$ cat src/rtl/alu_cond_pkg.sv
// Shared types and helpers for the ALU condition unit.
// Holds the ARM condition-code enumeration, the NZCV flag bit positions and
// the condition evaluation function used by alu_cond_eval.
package alu_cond_pkg;

  typedef enum logic [3:0] {
    EQ = 4'h0,
    NE = 4'h1,
    CS = 4'h2,
    CC = 4'h3,
    MI = 4'h4,
    PL = 4'h5,
    VS = 4'h6,
    VC = 4'h7,
    HI = 4'h8,
    LS = 4'h9,
    GE = 4'hA,
    LT = 4'hB,
    GT = 4'hC,
    LE = 4'hD,
    AL = 4'hE,
    NV = 4'hF
  } cond_e;

  localparam int FLAG_N = 3;
  localparam int FLAG_Z = 2;
  localparam int FLAG_C = 1;
  localparam int FLAG_V = 0;

  // Returns 1 when the condition holds for the given NZCV flags.
  // NV is deliberately executed like AL rather than treated as "never".
  function automatic logic cond_eval(input cond_e cond, input logic [3:0] flags);
    logic n_s;
    logic z_s;
    logic c_s;
    logic v_s;
    logic pass_s;
    n_s = flags[FLAG_N];
    z_s = flags[FLAG_Z];
    c_s = flags[FLAG_C];
    v_s = flags[FLAG_V];
    case (cond)
      EQ:      pass_s = z_s;
      NE:      pass_s = ~z_s;
      CS:      pass_s = c_s;
      CC:      pass_s = ~c_s;
      MI:      pass_s = n_s;
      PL:      pass_s = ~n_s;
      VS:      pass_s = v_s;
      VC:      pass_s = ~v_s;
      HI:      pass_s = c_s & ~z_s;
      LS:      pass_s = ~c_s | z_s;
      GE:      pass_s = (n_s == v_s);
      LT:      pass_s = (n_s != v_s);
      GT:      pass_s = ~z_s & (n_s == v_s);
      LE:      pass_s = z_s | (n_s != v_s);
      AL:      pass_s = 1'b1;
      NV:      pass_s = 1'b1;
      default: pass_s = 1'b1;
    endcase
    return pass_s;
  endfunction

endpackage

$ cat src/rtl/alu_cond_eval.sv
// Purely combinational ARM condition-code table.
// Maps a 4-bit condition code and the current NZCV flags to execute/suppress.
module alu_cond_eval
  import alu_cond_pkg::*;
(
  input  logic [3:0] cond,
  input  logic [3:0] flags,
  output logic       cond_ex
);

  // Evaluate the condition against the supplied flags.
  always_comb begin
    cond_ex = cond_eval(cond_e'(cond), flags);
  end

endmodule

$ cat src/rtl/alu_cond_unit.sv
// ALU result/flag consumer: valid/ready intake, architectural NZCV flag
// register, condition evaluation against the pre-update flags and a
// one-entry output register toward register-file write-back.
// Optional feature macro: ALU_COND_STATS_EN adds stats_clr, cnt_exec and
// cnt_skip (saturating counts of executed and suppressed operations).
module alu_cond_unit
  import alu_cond_pkg::*;
#(
  parameter int WIDTH     = 32,
  parameter int CNT_WIDTH = 16
) (
  input  logic                 clk,
  input  logic                 reset_n,
  input  logic                 in_valid,
  output logic                 in_ready,
  input  logic [WIDTH-1:0]     in_result,
  input  logic [3:0]           in_flags,
  input  logic [3:0]           in_cond,
  input  logic                 in_flag_we,
  output logic                 out_valid,
  input  logic                 out_ready,
  output logic [WIDTH-1:0]     out_result,
  output logic                 out_cond_ex,
`ifdef ALU_COND_STATS_EN
  input  logic                 stats_clr,
  output logic [CNT_WIDTH-1:0] cnt_exec,
  output logic [CNT_WIDTH-1:0] cnt_skip,
`endif
  output logic [3:0]           flags_q
);

  if (CNT_WIDTH < 1) begin : g_cnt_width_chk
    $error("CNT_WIDTH must be at least 1");
  end

  logic             out_valid_r;
  logic [WIDTH-1:0] out_result_r;
  logic             out_cond_ex_r;
  logic [3:0]       flags_r;
  logic             cond_ex_s;
  logic             accept_s;

  // Condition is always judged against the flags held before this operation.
  alu_cond_eval u_eval (
    .cond    (in_cond),
    .flags   (flags_r),
    .cond_ex (cond_ex_s)
  );

  // Single-entry pipeline: accept whenever the slot is empty or draining.
  always_comb begin
    in_ready = ~out_valid_r | out_ready;
    accept_s = in_valid & in_ready;
  end

  // Output register: load on accept, drop valid when drained, else hold.
  always_ff @(posedge clk or negedge reset_n) begin
    if (!reset_n) begin
      out_valid_r   <= 1'b0;
      out_result_r  <= {WIDTH{1'b0}};
      out_cond_ex_r <= 1'b0;
    end else if (accept_s) begin
      out_valid_r   <= 1'b1;
      out_result_r  <= in_result;
      out_cond_ex_r <= cond_ex_s;
    end else if (out_valid_r && out_ready) begin
      out_valid_r   <= 1'b0;
    end
  end

  // Architectural flags: only executed operations that request it write.
  always_ff @(posedge clk or negedge reset_n) begin
    if (!reset_n) begin
      flags_r <= 4'b0000;
    end else if (accept_s && cond_ex_s && in_flag_we) begin
      flags_r <= in_flags;
    end
  end

  assign out_valid   = out_valid_r;
  assign out_result  = out_result_r;
  assign out_cond_ex = out_cond_ex_r;
  assign flags_q     = flags_r;

`ifdef ALU_COND_STATS_EN
  localparam logic [CNT_WIDTH-1:0] CNT_MAX = {CNT_WIDTH{1'b1}};
  localparam logic [CNT_WIDTH-1:0] CNT_ONE = CNT_WIDTH'(1);

  logic [CNT_WIDTH-1:0] cnt_exec_r;
  logic [CNT_WIDTH-1:0] cnt_skip_r;

  // Saturating statistics counters; a clear beats a same-cycle increment.
  always_ff @(posedge clk or negedge reset_n) begin
    if (!reset_n) begin
      cnt_exec_r <= {CNT_WIDTH{1'b0}};
      cnt_skip_r <= {CNT_WIDTH{1'b0}};
    end else if (stats_clr) begin
      cnt_exec_r <= {CNT_WIDTH{1'b0}};
      cnt_skip_r <= {CNT_WIDTH{1'b0}};
    end else if (accept_s) begin
      if (cond_ex_s) begin
        if (cnt_exec_r != CNT_MAX) begin
          cnt_exec_r <= cnt_exec_r + CNT_ONE;
        end
      end else begin
        if (cnt_skip_r != CNT_MAX) begin
          cnt_skip_r <= cnt_skip_r + CNT_ONE;
        end
      end
    end
  end

  assign cnt_exec = cnt_exec_r;
  assign cnt_skip = cnt_skip_r;
`endif

endmodule

$ cat config.mk
export PLATFORM = sky130hd
export DESIGN_NAME = alu_cond_unit
export DESIGN_NICKNAME = d
export VERILOG_FILES = /design/src/rtl/alu_cond_pkg.sv /design/src/rtl/alu_cond_eval.sv /design/src/rtl/alu_cond_unit.sv
export SDC_FILE = /design/constraint.sdc
export NUM_CORES = 1
export LEC_CHECK = 0
export ABC_AREA = 1
export CAP_MARGIN = 10
export CORE_UTILIZATION = 40
export CTS_CLUSTER_SIZE = 12
export DETAILED_ROUTE_END_ITERATION = 10
export PLACE_DENSITY = 0.8
export SLEW_MARGIN = 10
export SYNTH_ARGS = -nofsm -noshare
export SYNTH_HDL_FRONTEND = slang
export SYNTH_SLANG_ARGS = --single-unit
$ cat constraint.sdc
create_clock -name clk -period 1.55 [get_ports clk]
set_input_delay 0.31 -clock clk [delete_from_list [all_inputs] [get_ports clk]]
set_output_delay 0.31 -clock clk [all_outputs]
set_load 0.02 [all_outputs]
# Word level (Yosys, flattened, before mapping)
# Index checks and enable logic that the tools add are counted.
classes:
  addsub: 0
  n_mul: 0
  div_mod_pow: 0
  magnitude_cmp: 0
  eq_ne: 17
  n_shift: 0
  mux: 3
  n_bitwise: 11
  n_reduce_logical: 6
op_table:
  columns: ["operator", "n"]
  rows:
  - ["equality test 4 bit, second input constant", 8]
  - ["equality test 4 x 3 -> 1 bit, second input constant", 4]
  - ["case mux 1 bit (15 select lines)", 1]
  - ["equality test 4 x 2 -> 1 bit, second input constant", 2]
  - ["NOT 1 bit", 5]
  - ["equality test 4 x 1 -> 1 bit, second input constant", 1]
  - ["logical NOT 4 bit", 1]
  - ["AND 1 bit", 3]
  - ["logical AND 1 bit", 3]
  - ["OR 1 bit", 3]
  - ["2-to-1 mux 1 bit", 2]
  - ["nonzero test 2 bit", 1]
  - ["OR reduction 2 bit", 1]
  - ["equality test 1 bit", 1]
  - ["inequality test 1 bit", 1]
totals:
  ff_bits: 38
  latchBits: 0
  mem_bits_rw: 0
  mem_bits_ro: 0
  in_bits: 45
  output_inout_bits: 39
  elab_cells: 41
  memories: 0

# Logic depth before layout (Yosys ltp)
depth:
  word_depth: 5
  mapped_depth: 11
  ltp_nobuf: 11

# Hierarchy
# From an unflattened synthesis, not the netlist that was laid out.
hier_totals:
  cells_unflattened: 215
  area_unflattened_um2: 1727.9
modules_own_cells:
  columns: ["mod", "instances", "cells_each", "area_each_um2", "seq_area_each_um2"]
  rows:
  - ["alu_cond_unit", 1, 163, 1495.2, 950.9]
  - ["alu_cond_eval", 1, 52, 232.7, 0.0]

# Worst setup path before layout
# Ideal clock, no wire load.
synth_timing:
  path_type: "reg-to-reg"
  startpoint: "register out_valid_r, in the netlist out_valid"
  endpoint: "register flags_r[2], in the netlist flags_q[2]"
  setup_time_ns: 0.118
  arrival_time_ns: 1.321
  required_time_ns: 1.432
  setup_slack_ns: 0.112
  stages_incl_launch_ff: 9
  n_path_buf: 0
  synth_period_minus_slack_ns: 1.438
  cell_sequence: "dfrtp_1 > nand2_1 > nand2_2 > inv_2 > o21ai_0 > inv_2 > nand3_4 > nand2_1 > nand2_1"
synth_between:
  elab_chain_cells: 5
synth_lines:
  columns: ["item", "line", "source"]
  rows:
  - ["start: declaration", "alu_cond_unit.sv:36", "logic out_valid_r;"]
  - ["start signal: assignment", "alu_cond_unit.sv:59", "out_valid_r <= 1'b0;"]
  - ["start signal: assignment", "alu_cond_unit.sv:63", "out_valid_r <= 1'b1;"]
  - ["start signal: assignment", "alu_cond_unit.sv:67", "out_valid_r <= 1'b0;"]
  - ["NOT 1 bit", "alu_cond_unit.sv:52", "in_ready = ~out_valid_r | out_ready;"]
  - ["OR 1 bit", "alu_cond_unit.sv:52", null]
  - ["net in_ready", "alu_cond_unit.sv:15", "output logic in_ready,"]
  - ["AND 1 bit", "alu_cond_unit.sv:53", "accept_s = in_valid & in_ready;"]
  - ["logical AND 1 bit (2 in series)", "alu_cond_unit.sv:75", "end else if (accept_s && cond_ex_s && in_flag_we) begin"]
  - ["end signal: assignment", "alu_cond_unit.sv:76", "flags_r <= in_flags;"]
  - ["end: declaration", "alu_cond_unit.sv:39", "logic [3:0] flags_r;"]
# The timed path passes the listed nets, and every way through them passes these cells.
# A chain may end at the register's enable or synchronous reset.

# Worst setup path after layout
layout_timing:
  startpoint: "input port out_ready"
  endpoint: "output port in_ready"
layout_between:
  elab_chain_cells: 1
layout_lines:
  columns: ["item", "line", "source"]
  rows:
  - ["start: declaration", "alu_cond_unit.sv:21", "input logic out_ready,"]
  - ["OR 1 bit", "alu_cond_unit.sv:52", null]
  - ["end: declaration", "alu_cond_unit.sv:15", null]
# No other way between the ends.

==> insert_results.sql <==
INSERT INTO impl_metrics (metric_group, metric, value, unit) VALUES
('global_routing', 'grt_overflow_total', '0', ''),
('floorplanning', 'die_x', '66.99', 'um'),
('sta', 'layout_worst_path_cycle_share', '89.83', '%'),
('yosys', 'synth_xor_area_share', '0', '%'),
('yosys', 'syn-cell-area', '1689', 'sq um'),
('worst_setup_path', 'timing.critical_path.to_type', 'output port', ''),
('worst_setup_path', 'reg2reg_depth', '10', ''),
('floorplanning', 'site_row_count', '23', ''),
('route', 'routed_wire_length_per_instance', '11.75', 'um'),
('clock_network', 'hold_buffers', '0', ''),
('worst_setup_path', 'crit-reg2reg-launch', 'flags_q[3]', ''),
('worst_setup_path', 'number_of_logic_stages_on_the_critical_path_including_buffering', '4', ''),
('worst_setup_path', 'worst_path_dominant_cell_family', 'buffers and inverters', ''),
('clock_network', 'clkTransAtPathRegs', '70', 'ps'),
('yosys', 'synth.mux.area_fraction', '0', '%'),
('floorplanning', 'core_box_area', '4029', 'sq um'),
('yosys', 'fraction_of_the_mapped_netlist_area_in_simple_logic_gates', '36.96', '%'),
('layout', 'layout.nets', '346', ''),
('yosys', 'yosys.area_share.adder', '0', '%'),
('clock_network', 'cts.path.max_buffers', '2', ''),
('hold_path', 'hp-class', 'in -> async', ''),
('floorplanning', 'effective_utilization_at_floorplan', '41.93', '%'),
('worst_setup_path', 'endpoint', 'in_ready', ''),
('worst_setup_path', 'slowest_stage', 'sky130_fd_sc_hd__clkdlybuf4s50_1', ''),
('placement', 'numPlacedInstances', '344', ''),
('yosys', 'avgSynthCellArea', '7.930', 'sq um'),
('worst_setup_path', 'timing.critical_path.required', '1240', 'ps'),
('run_status', 'run_status', 'completed', ''),
('yosys', 'synth_net_count', '258', ''),
('worst_setup_path', 'critPathMaxStageDelay', '450', 'ps'),
('worst_setup_path', 'worstSetupStartpointType', 'primary input', ''),
('floorplanning', 'floorplan.io_pins', '84', ''),
('global_routing', 'grt_start_max_net_pins', '39', ''),
('placement', 'final_weighted_congestion_of_routability_driven_global_placement', '0.8237', ''),
('sta', 'clock_skew', '2.171', 'ps'),
('route', 'detailedRoute.firstIterationViolations', '74', ''),
('power_and_ir_drop', 'total_power', '3.074', 'mW'),
('route', 'via_count', '1610', ''),
('sta', 'rsz0062_at_grt', 'false', ''),
('global_routing', 'grt.total_usage', '19.09', '%'),
('clock_network', 'htree_levels', '2', ''),
('route', 'drt_pre_antenna_iters', '4', ''),
('layout', 'leading_cell_type_in_the_layout_fill_and_taps_excluded', 'sky130_fd_sc_hd__nand2_1', ''),
('route', 'detail_route.drc_violations', '0', ''),
('yosys', 'compound_cell_area_share_of_the_yosys_netlist', '2.000', '%'),
('worst_setup_path', 'crit_arrival', '1080', 'ps'),
('worst_setup_path', 'regToRegSetupSlack', '190', 'ps'),
('sta', 'finalSetupViolCount', '0', ''),
('sta', 'postLayoutSetupSlackWorst', '157.6', 'ps'),
('clock_network', 'cts.sink_count', '38', ''),
('clock_network', 'clkLatencyLatePin', '280', 'ps'),
('sta', 'drv_slew', '0', ''),
('sta', 'finalHoldViolCount', '0', ''),
('route', 'ant_nets', '0', ''),
('global_routing', 'grt_pass1_wl', '6389', 'um'),
('sta', 'final_period_minus_worst_setup_slack', '1392', 'ps'),
('sta', 'fin_setup_tns', '0', 'ps'),
('floorplanning', 'fp.dieArea', '4487', 'sq um'),
('layout', 'final_cell_mix', 'sky130_fd_sc_hd__nand2_1, sky130_fd_sc_hd__clkdlybuf4s50_1, sky130_fd_sc_hd__dfrtp_1', ''),
('power_and_ir_drop', 'leakage_dissipation', '1.474', 'nW'),
('clock_network', 'cts.root.buffer_cell', 'sky130_fd_sc_hd__clkbuf_8', ''),
('sta', 'max-slew-margin-rel', '68.69', '%'),
('layout', 'postLayoutCoreUtil', '65.68', '%'),
('clock_network', 'cts_made_buffers', '5', ''),
('yosys', 'synth_cells', '213', ''),
('layout', 'nFillCells', '362', ''),
('layout', 'antenna-diode-count', '0', ''),
('placement', 'dp_slack', '-281.0', 'ps'),
('placement', 'detailedPlacementHpwl', '2993', 'um'),
('global_routing', 'antenna_found_initial', '0', ''),
('clock_network', 'tritoncts_clock_tree', 'yes', '');
==> through the flow <==
stage	hold slack (ps)	area, sq um
final	62.64	2646
after global placement	385.0	2584
after global routing	101.1	2646
after CTS	80.95	2634
after detailed placement	392.2	2584
after floorplan	14.41	1689
==> state kept, by name, indices dropped and copies added, names as in the netlist <==
| signal | flops |
|---|---|
| out_cond_ex | 1 |
| out_result | 32 |
| out_valid | 1 |
| flags_q | 4 |
==> cells in the mapped netlist, drive strengths merged <==
cell type / instances / share of area (%)
a21oi: 2 / 0.81
buf: 3 / 0.96
clkbuf: 4 / 0.89
clkinv: 1 / 0.22
dfrtp: 38 / 56
inv: 12 / 2.7
nand2: 129 / 29
nand3: 9 / 4.1
nand3b: 1 / 0.44
nand4: 5 / 1.9
nor2: 5 / 1.4
o21ai: 4 / 1.2
==> worst min-delay path by stage <==
stage                  from             end  slack [ps]  depth (start not counted)
floorplan           reset_n      flags_q[0]          10                          0
global placement    reset_n      flags_q[0]         390                          2
detailed placement  reset_n      flags_q[0]         390                          2
CTS                 reset_n      flags_q[3]          80                          2
global route        reset_n  out_result[26]         100                          2
finish              reset_n      flags_q[0]          60                          2
==> per-layer routing <==
layer	part of all wire, %	global-route usage [%]
met2	48	31.69
met3	6.9	6.678
met4	0.87	4.255
met5	0	0
met1	45	23.65
==> area by class of cell <==
cell class / count / area (sq um) / area share (%)
Clock buffer: 6 / 82.58 / 3.121
Clock inverter: 2 / 12.51 / 0.4728
Timing Repair Buffer: 88 / 828.3 / 31.30
Sequential cell: 38 / 950.9 / 35.93
Multi-Input combinational cell: 155 / 660.6 / 24.96
Inverter: 13 / 48.80 / 1.844
Tap cell: 50 / 62.56 / 2.364
==> repair_timing <==
| action | 4_1_cts | 5_1_grt |
|---|---|---|
| cloned | 0 | 0 |
| endpoints found under the hold margin | 0 | 0 |
| resized for setup | 38 | 8 |
| setup buffers | 0 | 0 |
| setup endpoints to repair | 37 | 8 |
==> power breakdown <==
group,leakage (nW),total [mW],internal (mW),switching (mW)
Sequential,0.466,1.29,1.17,0.124
Combinational,0.961,1.08,0.443,0.637
Clock,0.0472,0.703,0.357,0.345
==> kinds of logic after synthesis <==
logic type | Yosys count
AO/OA/AOI/OAI | 6
buffers and inverters | 20
flip-flops | 38
AND/OR/NAND/NOR | 149
Note: power is estimated with default switching activity, not from simulation.
